**config.mk**
```make
export PLATFORM = sky130hd
export DESIGN_NAME = mult_sequencer
export DESIGN_NICKNAME = d
export VERILOG_FILES = /design/src/rtl/mult_sequencer_pkg.sv /design/src/rtl/mult_sequencer.sv
export SDC_FILE = /design/constraint.sdc
export NUM_CORES = 1
export LEC_CHECK = 0
export ABC_AREA = 1
export BUFFER_PORTS_ARGS = -buffer_cell sky130_fd_sc_hd__buf_2
export CAP_MARGIN = 20
export CORE_UTILIZATION = 30
export DETAILED_ROUTE_END_ITERATION = 12
export GPL_TIMING_DRIVEN = 0
export PLACE_DENSITY = 0.5
export SLEW_MARGIN = 40
export SYNTH_ARGS = -nofsm -noshare
export SYNTH_HDL_FRONTEND = slang
export SYNTH_SLANG_ARGS = --single-unit
```
**constraint.sdc**
```tcl
create_clock -name clk -period 13.2 [get_ports clk]
set_clock_uncertainty 0.15 [all_clocks]
set_input_delay 2.64 -clock clk [delete_from_list [all_inputs] [get_ports clk]]
set_output_delay 2.64 -clock clk [all_outputs]
set_load 0.005 [all_outputs]
```
**src/rtl/mult_sequencer_pkg.sv**
```systemverilog
// Shared types and constants for the shift-add multiply sequencer.
// The iteration counter is wide enough to hold MULT_ITERS itself.
package mult_sequencer_pkg;

    typedef enum logic [1:0] {
        IDLE = 2'd0,
        ITER = 2'd1,
        SIGN = 2'd2,
        DONE = 2'd3
    } state_t;

    localparam logic [2:0] ALU_ADD    = 3'b010;
    localparam logic [2:0] ALU_NONE   = 3'b000;
    localparam int         MULT_ITERS = 32;
    localparam int         CNT_W      = $clog2(MULT_ITERS) + 1;

    typedef logic [CNT_W-1:0] cnt_t;

    localparam cnt_t CNT_LAST = cnt_t'(MULT_ITERS - 1);

    // Two's-complement magnitude; 0x80000000 maps to itself, read as unsigned 2^31.
    function automatic logic [31:0] mag32(input logic [31:0] v);
        return v[31] ? (~v + 32'd1) : v;
    endfunction

endpackage

```
**src/rtl/mult_sequencer.sv**
```systemverilog
// 32x32 shift-add multiplier borrowing the shared ALU adder; start-to-done latency 34 cycles.
// Backpressure: StallMult holds the pipeline through ITER and SIGN; starts are ignored while busy.
module mult_sequencer
    import mult_sequencer_pkg::*;
(
    input  logic        clk,
    input  logic        rst,
    input  logic        MultStartE,
    input  logic        MultSgnE,
    input  logic        FlushE,
    input  logic [31:0] SrcAE,
    input  logic [31:0] SrcBE,
    input  logic [31:0] ALUOut,
    output logic        ALUSel,
    output logic [31:0] ALU_A,
    output logic [31:0] ALU_B,
    output logic [2:0]  ALUF,
    output logic [31:0] hi,
    output logic [31:0] lo,
    output logic        StallMult,
    output logic        completed
);

    state_t      state_q,  state_d;
    logic [31:0] mcand_q,  mcand_d;
    logic [31:0] mplier_q, mplier_d;
    logic [31:0] acc_hi_q, acc_hi_d;
    logic [31:0] acc_lo_q, acc_lo_d;
    logic [31:0] hi_q,     hi_d;
    logic [31:0] lo_q,     lo_d;
    cnt_t        count_q,  count_d;
    logic        neg_q,    neg_d;

    logic [31:0] addend;
    logic        carry;
    logic [63:0] prod;
    logic [63:0] prod_signed;

    // The ALU only returns a 32-bit sum, so the carry out is rebuilt from the operand MSBs.
    assign addend      = mplier_q[0] ? mcand_q : 32'd0;
    assign carry       = (acc_hi_q[31] & addend[31]) |
                         ((acc_hi_q[31] | addend[31]) & ~ALUOut[31]);
    assign prod        = {acc_hi_q, acc_lo_q};
    assign prod_signed = neg_q ? (~prod + 64'd1) : prod;

    assign hi = hi_q;
    assign lo = lo_q;

    always_comb begin
        state_d   = state_q;
        mcand_d   = mcand_q;
        mplier_d  = mplier_q;
        acc_hi_d  = acc_hi_q;
        acc_lo_d  = acc_lo_q;
        hi_d      = hi_q;
        lo_d      = lo_q;
        count_d   = count_q;
        neg_d     = neg_q;
        ALUSel    = 1'b0;
        ALU_A     = 32'd0;
        ALU_B     = 32'd0;
        ALUF      = ALU_NONE;
        StallMult = 1'b0;
        completed = 1'b0;

        case (state_q)
            IDLE: begin
                if (MultStartE && !FlushE) begin
                    mcand_d  = MultSgnE ? mag32(SrcAE) : SrcAE;
                    mplier_d = MultSgnE ? mag32(SrcBE) : SrcBE;
                    neg_d    = MultSgnE & (SrcAE[31] ^ SrcBE[31]);
                    acc_hi_d = 32'd0;
                    acc_lo_d = 32'd0;
                    count_d  = '0;
                    state_d  = ITER;
                end
            end
            ITER: begin
                ALUSel    = 1'b1;
                ALU_A     = acc_hi_q;
                ALU_B     = addend;
                ALUF      = ALU_ADD;
                StallMult = 1'b1;
                if (FlushE) begin
                    state_d = IDLE;
                end else begin
                    acc_hi_d = {carry, ALUOut[31:1]};
                    acc_lo_d = {ALUOut[0], acc_lo_q[31:1]};
                    mplier_d = mplier_q >> 1;
                    count_d  = count_q + cnt_t'(1);
                    if (count_q == CNT_LAST) begin
                        state_d = SIGN;
                    end
                end
            end
            SIGN: begin
                StallMult = 1'b1;
                if (FlushE) begin
                    state_d = IDLE;
                end else begin
                    hi_d    = prod_signed[63:32];
                    lo_d    = prod_signed[31:0];
                    state_d = DONE;
                end
            end
            DONE: begin
                // A flush here is too late to matter: the result is already committed.
                completed = 1'b1;
                state_d   = IDLE;
            end
            default: begin
                state_d = IDLE;
            end
        endcase
    end

    always_ff @(posedge clk or posedge rst) begin
        if (rst) begin
            state_q  <= IDLE;
            mcand_q  <= 32'd0;
            mplier_q <= 32'd0;
            acc_hi_q <= 32'd0;
            acc_lo_q <= 32'd0;
            hi_q     <= 32'd0;
            lo_q     <= 32'd0;
            count_q  <= '0;
            neg_q    <= 1'b0;
        end else begin
            state_q  <= state_d;
            mcand_q  <= mcand_d;
            mplier_q <= mplier_d;
            acc_hi_q <= acc_hi_d;
            acc_lo_q <= acc_lo_d;
            hi_q     <= hi_d;
            lo_q     <= lo_d;
            count_q  <= count_d;
            neg_q    <= neg_d;
        end
    end

endmodule

```
# ---- Word-level counts from Yosys, hierarchy flattened
# Cells that the tools add are included.
# W data, S select, Z words.
dict set report word_totals {
  register_bits 201
  output_inout_bits 134
  word_cells 68
}
dict set report classes {
  add_sub_neg 4
  n_eq_ne 7
  mux 28
  n_bitwise 11
  n_reduce_logical 9
}
# op count
set op_table {}
lappend op_table {{$mux W32} 12}
lappend op_table {{$pmux W32 S2} 3}
lappend op_table {{$add A32 B1 Y32 const B} 2}
lappend op_table {{$add A64 B1 Y64 const B} 1}
lappend op_table {{$mux W64} 1}
lappend op_table {{$not A32 Y32} 2}
lappend op_table {{$not A64 Y64} 1}
lappend op_table {{$mux W6} 2}
lappend op_table {{$pmux W6 S2} 1}
lappend op_table {{$mux W2} 5}
lappend op_table {{$pmux W2 S4} 1}
lappend op_table {{$add A6 B1 Y6 const B} 1}
lappend op_table {{$eq A6 B5 Y1 const B} 1}
lappend op_table {{$reduce_and A2 Y1} 3}
lappend op_table {{$eq A2 B2 Y1 const B} 2}
lappend op_table {{$ne A2 B2 Y1 const B} 2}
lappend op_table {{$and A1 B1 Y1} 3}
lappend op_table {{$mux W1} 3}
lappend op_table {{$ne A3 B3 Y1 const B} 1}
lappend op_table {{$reduce_and A3 Y1} 1}
lappend op_table {{$eq A2 B1 Y1 const B} 1}
lappend op_table {{$logic_not A2 Y1} 1}
lappend op_table {{$not A1 Y1} 2}
lappend op_table {{$or A1 B1 Y1} 2}
lappend op_table {{5 further kinds} 5}

# ---- Depth between registers and ports, before layout
# Gate-level depths: netlist of the first run.
dict set report depth {
  ltp_word 6
  depth_mapped 11
  ltp_nobuf 11
}

# ---- Worst setup path before layout of the first run
# OpenSTA, ideal clock, no wires.
dict set report synth_path {
  path_kind {reg2out}
  start {register state_q[1]}
  end {output port ALU_A[15]}
  arrival_ps 1442
  required_ps 10410
  setup_slack_ps 8968
  stages_incl_launch_ff 8
  cell_sequence {dfrtp_1 -> inv_1 -> ha_1 -> buf_2 -> buf_2 -> buf_2 -> nand2_1 -> inv_1}
}
dict set report synth_between {
  elab_chain_len 2
}
# item line_no
set synth_rtl {}
lappend synth_rtl {{start, declared} mult_sequencer.sv:24} ;# state_t state_q, state_d;
lappend synth_rtl {{start signal, assigned} mult_sequencer.sv:129} ;# state_q <= state_d;
lappend synth_rtl {{$eq A2 B1 Y1} mult_sequencer.sv:66} ;# case (state_q)
lappend synth_rtl {{$mux W32} mult_sequencer.sv:66}
lappend synth_rtl {{end, declared} mult_sequencer.sv:15} ;# output logic [31:0] ALU_A,
# No other way between the ends.

# ---- Worst setup path in the final report of the first run
dict set report layout_path {
  start {register state_q[1]}
  end {output port ALU_B[1]}
}
dict set report layout_between {
  elab_chain_len 2
}
# item line_no
set layout_rtl {}
lappend layout_rtl {{$eq A2 B1 Y1} mult_sequencer.sv:66}
lappend layout_rtl {{$mux W32} mult_sequencer.sv:66}
lappend layout_rtl {{end, declared} mult_sequencer.sv:16} ;# output logic [31:0] ALU_B,
# No other way between the ends.

==> results.json, run 1 <==
{
  "outcome": "finished clean",
  "setup_viol": 0,
  "layout_commonest_cell": "nand2_1",
  "r2r_end": "acc_lo_q[20]",
  "grt_first_pass_wirelength_um": 69500,
  "use_met3_pct": 2.677,
  "hold_viol_final": 0,
  "wirelength_um": 44700,
  "rsz0062_at_grt": "no",
  "syn_inst": 1793,
  "hold_path_class": "reg -> reg",
  "clockBufferDepth": 3,
  "cts-buffers-inserted": 26,
  "clk_pin_slew_worst_paths_ns": 0.06,
  "overflow": 0,
  "power_uw": 3100,
  "final_cell_mix": "484 x nand2_1, 261 x buf_2, 236 x nor2_1, 207 x inv_1, 201 x dfrtp_1",
  "synthesis.area_um2": 12400,
  "rr_worst_depth": 7,
  "final_antenna_net_count": 0,
  "vias_per_cell": 4.833,
  "clkLatencyLatePin_ns": 0.55,
  "io_pins": 235,
  "endpoint": "ALU_B[1]",
  "worstReg2RegStart": "state_q[1]",
  "r2r_setup_slack_ns": 10.59,
  "busiest_layer": "met2",
  "htree_levels": 1,
  "syn2layout_area_growth_pct": 22.37,
  "crit_top_cell": "buf_2",
  "die_area_um2": 42140,
  "drv_slew": 0,
  "postCtsSetupBuffers": 0,
  "critPathTopFamily": "buffers and inverters",
  "place_congestion": 0.9062,
  "cp.arrival_ns": 2.74,
  "grtUsageMet1_pct": 28.65,
  "drt_pass1_iterations": 7,
  "slew_headroom_pct": 53.02,
  "worst-path-stages": 7,
  "yosysSeqAreaShare_pct": 40.57,
  "regArea_um2": 5030,
  "critPathKind": "reg -> out",
  "synth-edff-count": 0,
  "setup.worst_path.start": "state_q[1]",
  "cp-end-kind": "primary output",
  "p_per_area_nw_per_um2": 204.3,
  "initialDrtViolationCount": 834,
  "worstMarginPinSlew_ns": 0.6993,
  "min_path_cells": 2,
  "fin_nets": 2167,
  "synth.distinct_cells": 49,
  "routed-via-count": 12596,
  "layout.filler_cells": 4431,
  "crit_path_cell_trace": "inv_1 > ha_1 > buf_2 > nand2_1 > clkbuf_1 > nor2_1 > buf_2",
  "coreArea_um2": 40830,
  "cts_resized": 0,
  "cts_root_buf": "clkbuf_16",
  "grt_pass1_vias": 12278,
  "clock.fmax_mhz": 180.9,
  "drive_gt1_share_pct": 18.51,
  "synth_flop_cell": "dfrtp_1",
  "path_buf_inv": 4,
  "gr-usage-met2_pct": 36.31,
  "cp.required_ns": 10.41,
  "diodes": 0,
  "critPathMaxFanout": 10,
  "ys_ff_latch": 201,
  "critPathMaxStageDelay_ns": 0.40,
  "irDropWorstVdd_mv": 0.1039,
  "place_hpwl_um": 34980,
  "die_x_um": 205.3,
  "drc": 0,
  "cts_tree": "done",
  "clkSinkCount": 201,
  "portBuffers": 232,
  "syn_area_per_cell_um2": 6.915,
  "grt_max_degree": 72,
  "async_flop_share_pct": 100.0,
  "crit_path_top_delay_cell": "dfrtp_1",
  "max-cap-violations": 0,
  "leakage_uw": 0.008167,
  "antenna_found_initial": 1,
  "final.setup.tns_ns": 0,
  "multi_input_area_um2": 6230,
  "postCtsHoldBufs": 0,
  "grt_usage_pct": 21.38,
  "rows": 74,
  "final.period_utilization_pct": 41.89,
  "fin_crit_ns": 5.529,
  "cp-start-kind": "register",
  "yosys_warnings": 0,
  "die_h_um": 205.3,
  "wl_per_cell_um": 17.15,
  "start_util_pct": 30.36
}
==> cells by family (layout without fill, tap and decap cells) <==
group                      Yosys count  after routing  share of synthesized area, %
and+or+nand+nor                   1009           1009                         35.65
buffers and inverters              288            568                         9.214
AOI/OAI and AO/OA                  249            249                         11.08
DFF                                201            201                         40.57
xor gates and xnor gates            36             36                         2.543
adders and majority gates            9              9                        0.9083
other                                1              2                       0.03025
==> power breakdown <==
part | internal [µW] | switching [µW]
clock network | 446 | 285
logic | 459 | 929
registers | 822 | 158
==> through the flow <==
step	std cells	hold WS, ns	util (%)	instance area, µm²	worst slack (ns)
after floorplan	1794	0.2936	-	12400	4.928
after global placement	2558	0.3087	34.85	14230	1.971
after detailed placement	2561	0.3112	35.02	14300	8.182
after CTS	2606	0.3262	37.16	15170	7.577
after global routing	2606	0.3476	37.16	15170	7.437
final	2606	0.3213	37.16	15170	7.671
==> cell type report <==
cell class	instances	share of cell area, %
plain buffers	72	2.202
clock buffers	34	4.824
clock inverters	11	0.9154
inverters	216	5.393
multi-input cells	1305	41.06
flip-flops and latches	201	33.15
well taps	532	4.387
repair buffers	235	8.065
==> Yosys cell counts (2+ instances only) <==
cell | n | area (µm²)
nor3b_1 | 2 | 15.01
nand2_2 | 22 | 137.6
nor2_2 | 13 | 81.33
o21ai_0 | 112 | 560.5
and2_1 | 3 | 18.77
nand2_4 | 3 | 33.78
clkinv_1 | 2 | 7.510
o21ai_2 | 3 | 26.28
and3_1 | 2 | 12.51
dfrtp_1 | 201 | 5030
nand2_1 | 484 | 1817
nand3_4 | 2 | 35.03
o31ai_1 | 2 | 15.01
xor2_1 | 34 | 297.8
nor3_1 | 6 | 30.03
nand3b_1 | 3 | 22.52
o21ai_4 | 3 | 48.80
o21ai_1 | 36 | 180.2
o21a_1 | 2 | 15.01
clkbuf_1 | 33 | 123.9
nand4_1 | 23 | 143.9
buf_2 | 28 | 140.1
nand3_1 | 189 | 945.9
nor2_1 | 236 | 885.9
buf_4 | 5 | 37.54
o211ai_1 | 7 | 52.55
nor3_2 | 2 | 20.02
a22oi_1 | 2 | 15.01
inv_2 | 6 | 22.52
or2_1 | 2 | 12.51
nor2_4 | 8 | 90.09
nor2_8 | 2 | 40.04
buf_1 | 5 | 18.77
a21oi_1 | 46 | 230.2
ha_1 | 9 | 112.6
inv_1 | 208 | 780.8
o22ai_1 | 32 | 200.2
nand3_2 | 3 | 30.03
xnor2_1 | 2 | 17.52
==> worst min-delay path by stage <==
stage	start	end	slack, ns
finish	lo[24]	lo[24]	0.32
global route	mplier_q[6]	mplier_q[6]	0.35
CTS	mplier_q[16]	mplier_q[16]	0.33
detailed placement	mplier_q[16]	mplier_q[16]	0.31
global placement	lo[24]	lo[24]	0.31
floorplan	mplier_q[16]	mplier_q[16]	0.29
==> worst reg2reg max path, cell delays in order (launching register included) <==
cell,delay (ns)
dfrtp_1,0.38
inv_1,0.10
ha_1,0.30
nand2_1,0.16
clkinv_1,0.43
nand2_1,0.37
clkbuf_1,0.45
o22ai_1,0.15
==> sequential cells by signal, summed over array words and instances (netlist names) <==
signal / cells
acc_hi_q: 32
acc_lo_q: 32
hi: 32
lo: 32
mcand_q: 32
mplier_q: 32
count_q: 6
state_q: 2
neg_q: 1
==> layer usage <==
layer	routed length [µm]	share of wire, %	vias to the layer above
li1	-	-	6258
met1	20350	46	5941
met2	21230	48	334
met3	2037	4.6	61
met4	1067	2.4	2
met5	12	0.027	-
Power figures use the tool's default switching activity.
==> inputs of run 2 (changes only) <==
--- a/config.mk
+++ b/config.mk
@@ -11,7 +11,7 @@
 export CORE_UTILIZATION = 30
 export DETAILED_ROUTE_END_ITERATION = 12
 export GPL_TIMING_DRIVEN = 0
-export PLACE_DENSITY = 0.5
+export PLACE_DENSITY = 0.52
 export SLEW_MARGIN = 40
 export SYNTH_ARGS = -nofsm -noshare
 export SYNTH_HDL_FRONTEND = slang
==> constraint.sdc (replaced) <==
create_clock -name clk -period 4.9 [get_ports clk]
set_clock_uncertainty 0.15 [all_clocks]
set_input_delay 0.98 -clock clk [delete_from_list [all_inputs] [get_ports clk]]
set_output_delay 0.98 -clock clk [all_outputs]
set_load 0.005 [all_outputs]
==> results.json, run 2 (same netlist as run 1, synthesis figures left out) <==
{
  "outcome": "finished clean",
  "layout.filler_cells": 4457,
  "switching_share_pct": 44.20,
  "final_antenna_net_count": 0,
  "antenna_found_initial": 0,
  "p_switching_uw": 3723,
  "postCtsSetupBuffers": 0,
  "fin_nets": 2173,
  "hold_viol_final": 0,
  "pwr-share-clk_pct": 24.0,
  "r2r_setup_slack_ns": 2.40,
  "p_per_area_nw_per_um2": 548.9,
  "pwr-share-comb_pct": 44.6,
  "initialDrtViolationCount": 720,
  "routed-via-count": 12670,
  "cp.arrival_ns": 2.78,
  "grt_first_pass_wirelength_um": 68860,
  "grt_pass1_vias": 12289,
  "cp.required_ns": 3.77,
  "drive_gt1_share_pct": 18.83,
  "cts_root_buf": "clkbuf_16",
  "r2r_end": "mplier_q[12]",
  "rsz0062_at_grt": "no",
  "clockBufferDepth": 3,
  "clkLatencyLatePin_ns": 0.56,
  "grt_usage_pct": 21.07,
  "die_h_um": 205.3,
  "clock.fmax_mhz": 255.8,
  "final.period_utilization_pct": 79.78,
  "critPathMaxFanout": 10,
  "die_x_um": 205.3,
  "portBuffers": 232,
  "place_hpwl_um": 34770,
  "syn2layout_area_growth_pct": 23.77,
  "fin_crit_ns": 3.909,
  "rr_worst_depth": 6,
  "setup_ws_ns": 0.9910,
  "critPathKind": "reg -> out",
  "drv_slew": 0,
  "place_congestion": 0.9217,
  "final_cell_mix": "484 x nand2_1, 261 x buf_2, 236 x nor2_1, 207 x inv_1, 201 x dfrtp_1",
  "start_util_pct": 30.36,
  "cts_resized": 0,
  "coreArea_um2": 40830,
  "cts-buffers-inserted": 26,
  "leakage_uw": 0.008241,
  "overflow": 0,
  "power_frac_seq_pct": 31.5,
  "htree_levels": 1,
  "postCtsHoldBufs": 0,
  "holdWs_ns": 0.3227,
  "cts_tree": "done",
  "max-cap-violations": 0,
  "clkSinkCount": 201,
  "worstMarginPinSlew_ns": 0.8069,
  "slew_headroom_pct": 46.21,
  "die_area_um2": 42140,
  "grt_max_degree": 26,
  "diodes": 0,
  "irDropWorstVdd_mv": 0.2879,
  "vias_per_cell": 4.847,
  "worstReg2RegStart": "state_q[1]",
  "io_pins": 235,
  "dp_slack_ns": 1.586,
  "wirelength_um": 44410,
  "drt_pass1_iterations": 5,
  "cp-start-kind": "register",
  "clk_pin_slew_worst_paths_ns": 0.06,
  "setup_viol": 0,
  "drc": 0,
  "power_uw": 8423,
  "rows": 74,
  "p_int_uw": 4700,
  "cp-end-kind": "primary output",
  "hold_path_class": "in -> async",
  "wl_per_cell_um": 16.99,
  "layout_commonest_cell": "nand2_1"
}
==> run 2: how the worst max path moves through the flow <==
| stage | start | slack (ns) | to |
|---|---|---|---|
| after global placement | rst | -0.36 | hi[7] |
| final | state_q[1] | 0.99 | ALU_B[11] |
| after global routing | state_q[1] | 0.86 | ALU_B[11] |
| after CTS | state_q[1] | 0.98 | ALU_B[11] |
| after detailed placement | state_q[1] | 1.59 | ALU_B[10] |
| after floorplan | rst | 1.17 | acc_hi_q[0] |
==> run 2: layout make-up <==
type / count / area [µm²] / share of cell area (%)
flip-flops and latches: 201 / 5030 / 32.78
plain buffers: 72 / 334.1 / 2.177
clock buffers: 37 / 762.0 / 4.966
inverters: 216 / 814.5 / 5.308
repair buffers: 241 / 1364 / 8.888
clock inverters: 10 / 145.1 / 0.9459
multi-input cells: 1305 / 6230 / 40.60
well taps: 532 / 665.6 / 4.338
==> run 2: critical path, cell delays in order, from the launching register on <==
cell	delay (ns)
dfrtp_1	0.40
inv_1	0.12
ha_1	0.38
buf_2	0.40
nand2_1	0.20
clkbuf_1	0.34
nor2_1	0.26
buf_2	0.15
==> run 2: metrics by stage <==
stage / TNS, ns / std cells / utilization (%) / cell area, µm²
finish: 0 / 2614 / 37.58 / 15340
global route: 0 / 2614 / 37.58 / 15340
CTS: 0 / 2614 / 37.58 / 15340
detailed placement: 0 / 2567 / 35.36 / 14440
global placement: -66.42 / 2558 / 34.86 / 14230
floorplan: 0 / 1794 / - / 12410
==> run 2: power by group through the flow <==
stage | Sequential [µW] | Combinational [µW] | Clock [µW]
2_1_floorplan | 2540 | 2470 | 0
3_3_place_gp | 2670 | 3710 | 0
3_5_place_dp | 2670 | 3750 | 0
4_1_cts | 2650 | 3770 | 2070
5_1_grt | 2720 | 4260 | 2130
6_report | 2650 | 3760 | 2020
==> run 2: layer usage <==
layer,vias up,share of wire [%],GRT usage (%)
li1,6285,-,-
met1,5938,45,28.45
met2,373,47,34.99
met3,74,4.9,2.518
met4,0,3.1,6.561
met5,-,0,0
==> inputs of run 3 (changes only) <==
==> constraint.sdc (replaced) <==
create_clock -name clk -period 3.17 [get_ports clk]
set_clock_uncertainty 0.15 [all_clocks]
set_input_delay 0.634 -clock clk [delete_from_list [all_inputs] [get_ports clk]]
set_output_delay 0.634 -clock clk [all_outputs]
set_load 0.005 [all_outputs]
==> results.json, run 3 (same netlist as run 1, synthesis figures left out) <==
{
  "wl_per_cell_um": 16.98,
  "r2r_setup_slack_ns": 0.69,
  "start_util_pct": 30.36,
  "vias_per_cell": 4.843,
  "die_area_um2": 42140,
  "dpl_cell_area_um2": 14440,
  "final_antenna_net_count": 0,
  "die_h_um": 205.3,
  "postCtsSetupBuffers": 0,
  "setup_ws_ns": 0.1728,
  "grt_max_degree": 26,
  "final.period_utilization_pct": 94.55,
  "grt_pass1_vias": 12293,
  "grt_first_pass_wirelength_um": 68880,
  "drive_gt1_share_pct": 19.11,
  "fin_area_um2": 15390,
  "cp.arrival_ns": 2.21,
  "rsz0062_at_grt": "no",
  "syn2layout_area_growth_pct": 24.10,
  "place_congestion": 0.9217,
  "overflow": 0,
  "clkLatencyLatePin_ns": 0.57,
  "cp-end-kind": "primary output",
  "wirelength_um": 44400,
  "cp-start-kind": "register",
  "cts-buffers-inserted": 26,
  "cts_tree": "done",
  "drc": 0,
  "hold_viol_final": 0,
  "portBuffers": 232,
  "rows": 74,
  "clkSinkCount": 201,
  "clock.fmax_mhz": 333.6,
  "die_x_um": 205.3,
  "stdcell_count": 2615,
  "cp.required_ns": 2.39,
  "drt_pass1_iterations": 5,
  "setup_viol": 0,
  "grt_usage_pct": 21.08,
  "critPathKind": "reg -> out",
  "routed-via-count": 12665,
  "hold_path_class": "in -> reg",
  "layout_commonest_cell": "nand2_1",
  "coreArea_um2": 40830,
  "clk_pin_slew_worst_paths_ns": 0.07,
  "irDropWorstVdd_mv": 0.4449,
  "diodes": 0,
  "initialDrtViolationCount": 747,
  "dp.cells": 2567,
  "antenna_found_initial": 0,
  "htree_levels": 1,
  "fin_util_pct": 37.68,
  "critPathMaxFanout": 10,
  "dp_slack_ns": 0.2022,
  "fin_crit_ns": 2.997,
  "slew_headroom_pct": 47.22,
  "leakage_uw": 0.008260,
  "max-cap-violations": 0,
  "place_hpwl_um": 34770,
  "drv_slew": 0,
  "fin_nets": 2174,
  "cts_root_buf": "clkbuf_16",
  "final_cell_mix": "484 x nand2_1, 260 x buf_2, 235 x nor2_1, 207 x inv_1, 201 x dfrtp_1",
  "outcome": "finished clean",
  "clockBufferDepth": 3,
  "worstMarginPinSlew_ns": 0.7918,
  "io_pins": 235,
  "p_per_area_nw_per_um2": 848.7
}
run 3: cell count changes in the layout (fill, tap and decap cells not counted), sizes merged:
cell / delta
dlygate4sd3: +1
run 3: layout make-up:
class	count	area, µm²
Fill cell	4455	25450
Multi-Input combinational cell	1305	6245
Sequential cell	201	5030
Timing Repair Buffer	242	1374
Inverter	216	814.5
Clock buffer	37	762.0
Tap cell	532	665.6
Buffer	72	350.3
Clock inverter	10	145.1
run 3: timing repair:
| action | in CTS | in global routing |
|---|---|---|
| hold buffers | 1 | 0 |
| hold endpoints to repair | 16 | 0 |
| resized for setup | 10 | 1 |
| pin swaps | 0 | 0 |
| endpoints found under the setup margin | 63 | 18 |
run 3: power breakdown:
group	internal (µW)	switching, µW
registers	3420	677
logic	1960	3870
clock network	1910	1210
total	7300	5760
run 3: final timing paths:
| kind | startpoint | end | depth (start not counted) |
|---|---|---|---|
| max | state_q[1] | ALU_B[31] | 6 |
| min | ALUOut[20] | acc_hi_q[19] | 3 |
| max reg2reg | state_q[0] | mplier_q[2] | 8 |
| min reg2reg | lo[24] | lo[24] | 2 |
| max in group asynchronous | rst | lo[13] | 7 |
| min in group asynchronous | rst | mcand_q[8] | 3 |
run 3: metal layers:
metal	vias to the layer above	share of wire (%)	global-route usage [%]
met1	5937	45	28.48
li1	6287	-	-
met5	-	0	0
met3	70	5.0	2.518
met4	0	3.0	6.561
met2	371	47	34.99
run 3: stage by stage:
stage / hold slack (ns) / power, µW / setup TNS, ns
6_report: 0.1624 / 13060 / 0
5_1_grt: 0.1686 / 14130 / 0
4_1_cts: 0.1434 / 13150 / 0
3_5_place_dp: 0.3103 / 9929 / 0
3_3_place_gp: 0.3084 / 9853 / -344.61
2_1_floorplan: 0.2936 / 7749 / -43.48
run 3: worst max-delay path, stage by stage, from the launching register on:
cell	delay [ns]
dfrtp_1	0.37
inv_1	0.11
ha_4	0.22
inv_2	0.14
clkbuf_1	0.51
nor2_1	0.17
buf_2	0.17
